===== src/rtl/wb_pwm_decoder.sv =====
// Wishbone slave measuring RC-receiver PWM high times in microseconds, per channel.
// Optional PWM_DECODER_PERIOD_EN adds per-channel rising-edge period registers at 0x40+4n.
module wb_pwm_decoder #(
   parameter int CLK_FREQ_HZ = 72_000_000,
   parameter int NUM_CH      = 6,
   parameter int MIN_US      = 800,
   parameter int MAX_US      = 2200,
   parameter int TIMEOUT_US  = 25000
) (
   input  logic              clk,
   input  logic              rstn,
   input  logic [31:0]       wb_adr_i,
   input  logic [31:0]       wb_dat_i,
   output logic [31:0]       wb_dat_o,
   input  logic              wb_we_i,
   input  logic [3:0]        wb_sel_i,
   input  logic              wb_stb_i,
   input  logic              wb_cyc_i,
   output logic              wb_ack_o,
   output logic              wb_err_o,
   output logic              wb_rty_o,
   input  logic [NUM_CH-1:0] pwm_i
);
   // state      | meaning
   // WAIT_RISE  | idle, waiting for a rising edge on the pin
   // HIGH       | pin high, counting microseconds in hi_cnt
   // STUCK      | pin high far too long; channel invalid until it falls

   typedef enum logic [1:0] {S_WAIT_RISE, S_HIGH, S_STUCK} state_t;

   localparam int DIV   = CLK_FREQ_HZ / 1_000_000;
   localparam int PRE_W = (DIV > 1) ? $clog2(DIV) : 1;
   localparam int AGE_W = $clog2(TIMEOUT_US + 1);
   localparam logic [15:0] MIN_C   = 16'(MIN_US);
   localparam logic [15:0] MAX_C   = 16'(MAX_US);
   localparam logic [15:0] STUCK_C = 16'(MAX_US + 1000);

   logic [PRE_W-1:0] r_pre;
   logic             w_tick;
   logic [NUM_CH-1:0] r_sync1, r_sync2, r_prev, w_rise, w_fall;
   state_t           r_state [NUM_CH];
   state_t           w_state_nxt [NUM_CH];
   logic [15:0]      r_hi_cnt [NUM_CH];
   logic [15:0]      r_width [NUM_CH];
   logic [7:0]       r_glitch [NUM_CH];
   logic [AGE_W-1:0] r_age [NUM_CH];
   logic [NUM_CH-1:0] r_valid;
   logic [NUM_CH-1:0] w_start, w_count, w_accept, w_reject, w_stuck, w_rise_ev, w_to;
   logic             r_enable, r_ack, r_err;
   logic [31:0]      r_dat;
   logic [5:0]       w_word;
   logic [31:0]      w_rd_data;
   logic [63:0]      w_glitch_all;
   logic             w_mapped, w_ro, w_req, w_bad, w_ctrl_wr, w_glitch_clr;
   logic             w_unused;

   assign w_unused = ^{wb_sel_i, wb_adr_i[31:8], wb_adr_i[1:0], wb_dat_i[31:2]};
   assign wb_dat_o = r_dat;
   assign wb_ack_o = r_ack;
   assign wb_err_o = r_err;
   assign wb_rty_o = 1'b0;

   assign w_tick = (r_pre == '0);
   always_ff @(posedge clk or negedge rstn) begin
      if (!rstn)       r_pre <= PRE_W'(DIV - 1);
      else if (w_tick) r_pre <= PRE_W'(DIV - 1);
      else             r_pre <= r_pre - 1'b1;
   end

   // Synchroniser resets to 1 so a pin already high at reset release is not taken as a rise.
   always_ff @(posedge clk or negedge rstn) begin
      if (!rstn) begin
         r_sync1 <= '1;
         r_sync2 <= '1;
         r_prev  <= '1;
      end else begin
         r_sync1 <= pwm_i;
         r_sync2 <= r_sync1;
         r_prev  <= r_sync2;
      end
   end
   assign w_rise = r_sync2 & ~r_prev;
   assign w_fall = ~r_sync2 & r_prev;

   always_ff @(posedge clk or negedge rstn) begin
      if (!rstn) begin
         for (int i = 0; i < NUM_CH; i++) r_state[i] <= S_WAIT_RISE;
      end else begin
         for (int i = 0; i < NUM_CH; i++) r_state[i] <= w_state_nxt[i];
      end
   end

   always_comb begin
      for (int i = 0; i < NUM_CH; i++) begin
         w_state_nxt[i] = r_state[i];
         if (!r_enable) w_state_nxt[i] = S_WAIT_RISE;
         else begin
            case (r_state[i])
               S_WAIT_RISE: if (w_rise[i]) w_state_nxt[i] = S_HIGH;
               S_HIGH: begin
                  if (w_fall[i])                   w_state_nxt[i] = S_WAIT_RISE;
                  else if (r_hi_cnt[i] >= STUCK_C) w_state_nxt[i] = S_STUCK;
               end
               S_STUCK:     if (w_fall[i]) w_state_nxt[i] = S_WAIT_RISE;
               default:     w_state_nxt[i] = S_WAIT_RISE;
            endcase
         end
      end
   end

   always_comb begin
      w_start = '0; w_count = '0; w_accept = '0; w_reject = '0;
      w_stuck = '0; w_rise_ev = '0; w_to = '0;
      for (int i = 0; i < NUM_CH; i++) begin
         w_start[i]   = r_enable && r_state[i] == S_WAIT_RISE && w_rise[i];
         w_count[i]   = r_enable && r_state[i] == S_HIGH && w_tick;
         w_accept[i]  = r_enable && r_state[i] == S_HIGH && w_fall[i]
                        && r_hi_cnt[i] >= MIN_C && r_hi_cnt[i] <= MAX_C;
         w_reject[i]  = r_enable && r_state[i] == S_HIGH && w_fall[i] && !w_accept[i];
         w_stuck[i]   = r_enable && r_state[i] == S_STUCK;
         w_rise_ev[i] = r_enable && w_rise[i];
         w_to[i]      = r_enable && w_tick && !w_rise[i] && r_age[i] == AGE_W'(TIMEOUT_US - 1);
      end
   end

   always_ff @(posedge clk or negedge rstn) begin
      if (!rstn) begin
         r_valid <= '0;
         for (int i = 0; i < NUM_CH; i++) begin
            r_hi_cnt[i] <= '0;
            r_width[i]  <= '0;
            r_glitch[i] <= '0;
            r_age[i]    <= '0;
         end
      end else begin
         for (int i = 0; i < NUM_CH; i++) begin
            if (w_start[i])                             r_hi_cnt[i] <= '0;
            else if (w_count[i] && r_hi_cnt[i] != '1)   r_hi_cnt[i] <= r_hi_cnt[i] + 1'b1;
            if (w_to[i] || w_stuck[i]) begin
               r_width[i] <= '0;
               r_valid[i] <= 1'b0;
            end else if (w_accept[i]) begin
               r_width[i] <= r_hi_cnt[i];
               r_valid[i] <= 1'b1;
            end
            if (w_glitch_clr)                           r_glitch[i] <= '0;
            else if (w_reject[i] && r_glitch[i] != '1)  r_glitch[i] <= r_glitch[i] + 1'b1;
            if (w_rise_ev[i])                           r_age[i] <= '0;
            else if (r_enable && w_tick && r_age[i] != AGE_W'(TIMEOUT_US))
               r_age[i] <= r_age[i] + 1'b1;
         end
      end
   end

`ifdef PWM_DECODER_PERIOD_EN
   logic [15:0]       r_per_cnt [NUM_CH];
   logic [15:0]       r_period [NUM_CH];
   logic [NUM_CH-1:0] r_rise_seen;
   always_ff @(posedge clk or negedge rstn) begin
      if (!rstn) begin
         r_rise_seen <= '0;
         for (int i = 0; i < NUM_CH; i++) begin
            r_per_cnt[i] <= '0;
            r_period[i]  <= '0;
         end
      end else begin
         for (int i = 0; i < NUM_CH; i++) begin
            if (w_rise_ev[i]) begin
               if (r_rise_seen[i]) r_period[i] <= r_per_cnt[i];
               r_rise_seen[i] <= 1'b1;
               r_per_cnt[i]   <= '0;
            end else begin
               if (r_enable && w_tick && r_per_cnt[i] != '1) r_per_cnt[i] <= r_per_cnt[i] + 1'b1;
               if (w_to[i]) begin
                  r_period[i]    <= '0;
                  r_rise_seen[i] <= 1'b0;
               end
            end
         end
      end
   end
`endif

   assign w_word = wb_adr_i[7:2];

   always_comb begin
      w_glitch_all = '0;
      for (int i = 0; i < NUM_CH; i++) w_glitch_all[8*i +: 8] = r_glitch[i];
   end

   always_comb begin
      w_rd_data = '0;
      w_mapped  = 1'b0;
      w_ro      = 1'b1;
      if (w_word < 6'd8) begin
         w_mapped = 1'b1;
         for (int i = 0; i < NUM_CH; i++)
            if (w_word == 6'(i)) w_rd_data = {r_valid[i], 15'b0, r_width[i]};
      end
      case (w_word)
         6'd8:  begin w_mapped = 1'b1; w_rd_data[NUM_CH-1:0] = r_valid; end
         6'd9:  begin w_mapped = 1'b1; w_ro = 1'b0; w_rd_data = 32'(r_enable); end
         6'd10: begin w_mapped = 1'b1; w_rd_data = w_glitch_all[31:0]; end
         6'd11: begin w_mapped = 1'b1; w_rd_data = w_glitch_all[63:32]; end
         default: ;
      endcase
`ifdef PWM_DECODER_PERIOD_EN
      if (w_word[5:3] == 3'b010) begin
         w_mapped = 1'b1;
         for (int i = 0; i < NUM_CH; i++)
            if (w_word[2:0] == 3'(i)) w_rd_data = {16'b0, r_period[i]};
      end
`endif
   end

   // A request is only taken while no response is pending, giving one ack every other cycle.
   assign w_req        = wb_cyc_i & wb_stb_i & ~r_ack & ~r_err;
   assign w_bad        = ~w_mapped | (wb_we_i & w_ro);
   assign w_ctrl_wr    = w_req & ~w_bad & wb_we_i;
   assign w_glitch_clr = w_ctrl_wr & wb_dat_i[1];

   always_ff @(posedge clk or negedge rstn) begin
      if (!rstn) begin
         r_ack    <= 1'b0;
         r_err    <= 1'b0;
         r_dat    <= '0;
         r_enable <= 1'b1;
      end else begin
         r_ack <= w_req & ~w_bad;
         r_err <= w_req & w_bad;
         if (w_req)     r_dat    <= (wb_we_i | w_bad) ? 32'b0 : w_rd_data;
         if (w_ctrl_wr) r_enable <= wb_dat_i[0];
      end
   end
endmodule


===== config.mk =====
export PLATFORM = sky130hd
export DESIGN_NAME = wb_pwm_decoder
export DESIGN_NICKNAME = d
export VERILOG_FILES = /design/src/rtl/wb_pwm_decoder.sv
export SDC_FILE = /design/constraint.sdc
export NUM_CORES = 1
export LEC_CHECK = 0
export ABC_AREA = 1
export BUFFER_PORTS_ARGS = -buffer_cell sky130_fd_sc_hd__buf_2
export CAP_MARGIN = 40
export CORE_MARGIN = 2
export CORE_UTILIZATION = 30
export CTS_BUF_LIST = sky130_fd_sc_hd__clkbuf_4 sky130_fd_sc_hd__clkbuf_8
export DETAILED_ROUTE_END_ITERATION = 8
export GPL_ROUTABILITY_DRIVEN = 0
export PLACE_DENSITY = 0.54
export SLEW_MARGIN = 20
export SYNTH_ARGS = -nofsm -noshare
export SYNTH_HDL_FRONTEND = slang
export SYNTH_SLANG_ARGS = --single-unit

===== constraint.sdc =====
create_clock -name clk -period 2.5 [get_ports clk]
set_input_delay 0.5 -clock clk [delete_from_list [all_inputs] [get_ports clk]]
set_output_delay 0.5 -clock clk [all_outputs]
set_load 0.02 [all_outputs]

==> summary.txt <==
Route
  • Routed wire per std cell: 14.2 µm
  • Iteration-0 DRC Markers: 1354
  • Total routed wirelength: between 60000 and 70000 µm
  • Vias: about 21k
  • Number of iterations in the first detailed-routing pass: 5
  • Final routed DRC violation total: 0
  • Vias per cell: 4.72
  • Number of nets still failing antenna checks after routing: 0

Synth
  • Largest area contributor in the netlist: dfrtp_1
  • Most frequent cell after synthesis: nand2_1
  • Avg Synthesized Cell Area: approximately 7.4 µm²
  • Cell count after synthesis: 3211
  • Area fraction of the dominant cell type after synthesis: 0.406
  • Number of distinct library cells after synthesis: 53
  • Count of warnings emitted by yosys: 0
  • Cell types with the highest counts after synthesis: nand2_1 (831), nand3_1 (428), dfrtp_1 (385)
  • Most frequently used flop master after synthesis: dfrtp_1
  • Synth Cell Area: 23800 µm²
  • Syn_nets: between 3k and 4k
  • Sequential share of the synthesized area: 0.431
  • Async SR Flop Fraction: 1.00
  • EDFF count, synth: 0
  • Biggest area contributors in the synthesized netlist: dfrtp_1 (41%), nand2_1 (13%), nand3_1 (9.0%)
  • Flip-flop and latch count after synthesis: a little over 400

Die
  • IO Pins: around 110
  • Effective utilization at floorplan: 0.302
  • Row Count: 103
  • Floorplan core area: 78700 µm²
  • Floorplan die area: 81400 µm²
  • Vertical extent of the die: 285 µm
  • Overall die width: 285 µm

Clock tree
  • CTS H-Tree Depth: 3
  • CTS Root Cell: clkbuf_8
  • Clock Sinks: 408
  • Inserted Clock Buffers: 77
  • Post-CTS setup buffers: 0
  • Clock insertion delay at the later pin of the skew report: 670 ps
  • Maximum clock insertion buffer count: 3
  • Post-CTS clock slew at the launch and capture registers of the worst setup and hold paths: about 60 ps
  • CTS tree: yes

STA
  • Count of pins over their slew limit: 0
  • Number of hold violations in the final report: 0
  • Worst-Margin Slew: between 800 and 900 ps
  • Period utilization: 0.922
  • Hold WS: 91.8 ps
  • Final-report setup violation count: 0
  • Clock skew: 31.3 ps
  • Setup Total Neg Slack: 0 ps
  • F_max: 434 MHz
  • Relative slew margins: 0.457
  • Min Tclk post-route: 2310 ps
  • Setup repair after global routing missed its margin: false

Finish
  • Proportion of layout cells with a drive suffix above 1: 0.108
  • Number of non-filler instances in the completed layout: 4409
  • Fin nets: 3408
  • Layout Utilization: 0.345
  • Area growth from synthesis to layout: 14.3%

Pwr
  • Leak Pwr: between 10 and 15 nW
  • Peak supply drop: 0.282 mV
  • Pwr Density: 614 nW/µm²
  • Total power: 16.7 mW

Worst setup path
  • Kind of end point of the critical path: register
  • Worst Path Arrival: 2820 ps
  • R2R setup slack: 190 ps
  • Setup Crit Path Kind: register to register
  • Required arrival time at the worst endpoint: between 3000 and 4000 ps
  • Critical Path Source Type: register
  • R2r startpoint: r_pre[0]
  • Destination of the worst register-to-register timing path: r_hi_cnt[8]
  • Cell depth of the worst flop-to-flop path: 11
  • Largest fanout on the critical path: 27

Global routing
  • Total grt overflow: 0
  • First-pass GRT wire length: ~100000 µm
  • Number of global-route vias before repair: 19.9k
  • Number of antenna violations at the first check in global routing: 1
  • Largest net degree at the start of global routing: 81
  • Total global-route track usage: 0.155

Flow run
  • Total of max-cap violations: 0

Worst hold path
  • Hold Path Class: input port to register
  • Startpoint of the lowest-slack hold path: wb_dat_i[0]
  • Cell depth of the worst min-delay path: 3
  • Worst-case hold path end point: r_enable

Placement
  • Half-perimeter wire length of the detailed placement result: 44500 µm
  • Number of placed cells counting well taps: 4261
  • IO buf count: 52

Outcome
  • Run status: complete, no violations
-- worst max path at each step --
stage,startpoint,end,slack (ps),cells past startpoint
detailed placement,r_enable,r_width[89],80,8
global placement,r_pre[0],r_width[62],30,11
global route,r_pre[0],r_hi_cnt[8],20,10
floorplan,r_pre[0],r_width[53],710,12
finish,r_pre[0],r_hi_cnt[8],190,11
CTS,r_enable,r_width[89],30,8
-- kinds of logic (layout without fill, tap and decap cells) --
| logic type | count (synthesis) | count (layout) | synth area share |
|---|---|---|---|
| other | 1 | 2 | 0.000158 |
| XOR/XNOR | 121 | 121 | 0.0446 |
| AO/OA/AOI/OAI | 264 | 264 | 0.0646 |
| AND/OR/NAND/NOR | 1887 | 1887 | 0.358 |
| buffers and inverters | 498 | 645 | 0.0852 |
| flip-flops | 408 | 408 | 0.431 |
| adder cells (fa/ha/maj) | 32 | 32 | 0.0169 |
-- flip-flops by register name, indices dropped and copies added, names as in the netlist, 6 cells and up --
signal,count
r_width,96
r_state,12
r_valid,6
r_prev,6
wb_dat_o,32
r_pre,7
r_sync1,6
r_sync2,6
r_hi_cnt,96
r_age,90
r_glitch,48
-- per-stage QoR --
step	area (µm²)	setup WS [ps]
after floorplan	23800	714
after global placement	25400	34.9
after detailed placement	25400	75.1
after CTS	27100	33.7
after global routing	27200	22.4
final	27200	194
-- cell usage in the layout, fill, tap and decap left out, types with 23 or more instances in the layout --
cell type  count
clkbuf_8      95
nand2_1      829
xor2_1       109
nand3b_1      32
nor2_1       276
ha_1          32
nand3_1      428
dfstp_2       23
inv_1        352
nand4_1      166
clkbuf_4      26
o21ai_0      143
buf_2         51
a21oi_1       64
dfrtp_1      385
buf_4         69
nor3_1       100
-- worst max-delay path: stages (launching register included) --
cell,delay (ps)
dfstp_2,530
inv_1,60
ha_1,190
inv_1,140
nor2_4,70
nand2_4,80
buf_4,210
nor2_1,100
o21ai_4,110
nand2_2,350
nand3_1,170
o21ai_0,110
-- layer usage --
layer  vias up  GRT usage  part of all wire
li1      10700          -                 -
met1      9695      0.214              0.49
met2       346      0.246              0.45
met3        78     0.0242             0.037
met4         0     0.0514             0.022
met5         -          0                 0
-- power breakdown --
part,switching (mW),internal (mW),total (mW)
clock network,3.04,4.15,7.20
registers,0.427,6.95,7.38
logic,1.46,0.652,2.11
total,4.93,11.8,16.7
-- timing repair --
item                                    4_1_cts  5_1_grt
endpoints found under the setup margin        0       41
hold buffers                                  7        0
hold endpoints to repair                     37        0
resized for setup                             0        5
-- area by class of cell --
cell class	instances	area [µm²]
clock inverter	19	200
inverter	369	1390
timing repair buffer	136	1010
clock buffer	121	1500
sequential	408	10200
antenna	1	2.50
multi-input combinational	2305	11500
fill	8376	51600
tap	1050	1310
(Power assumes the default switching activity.)
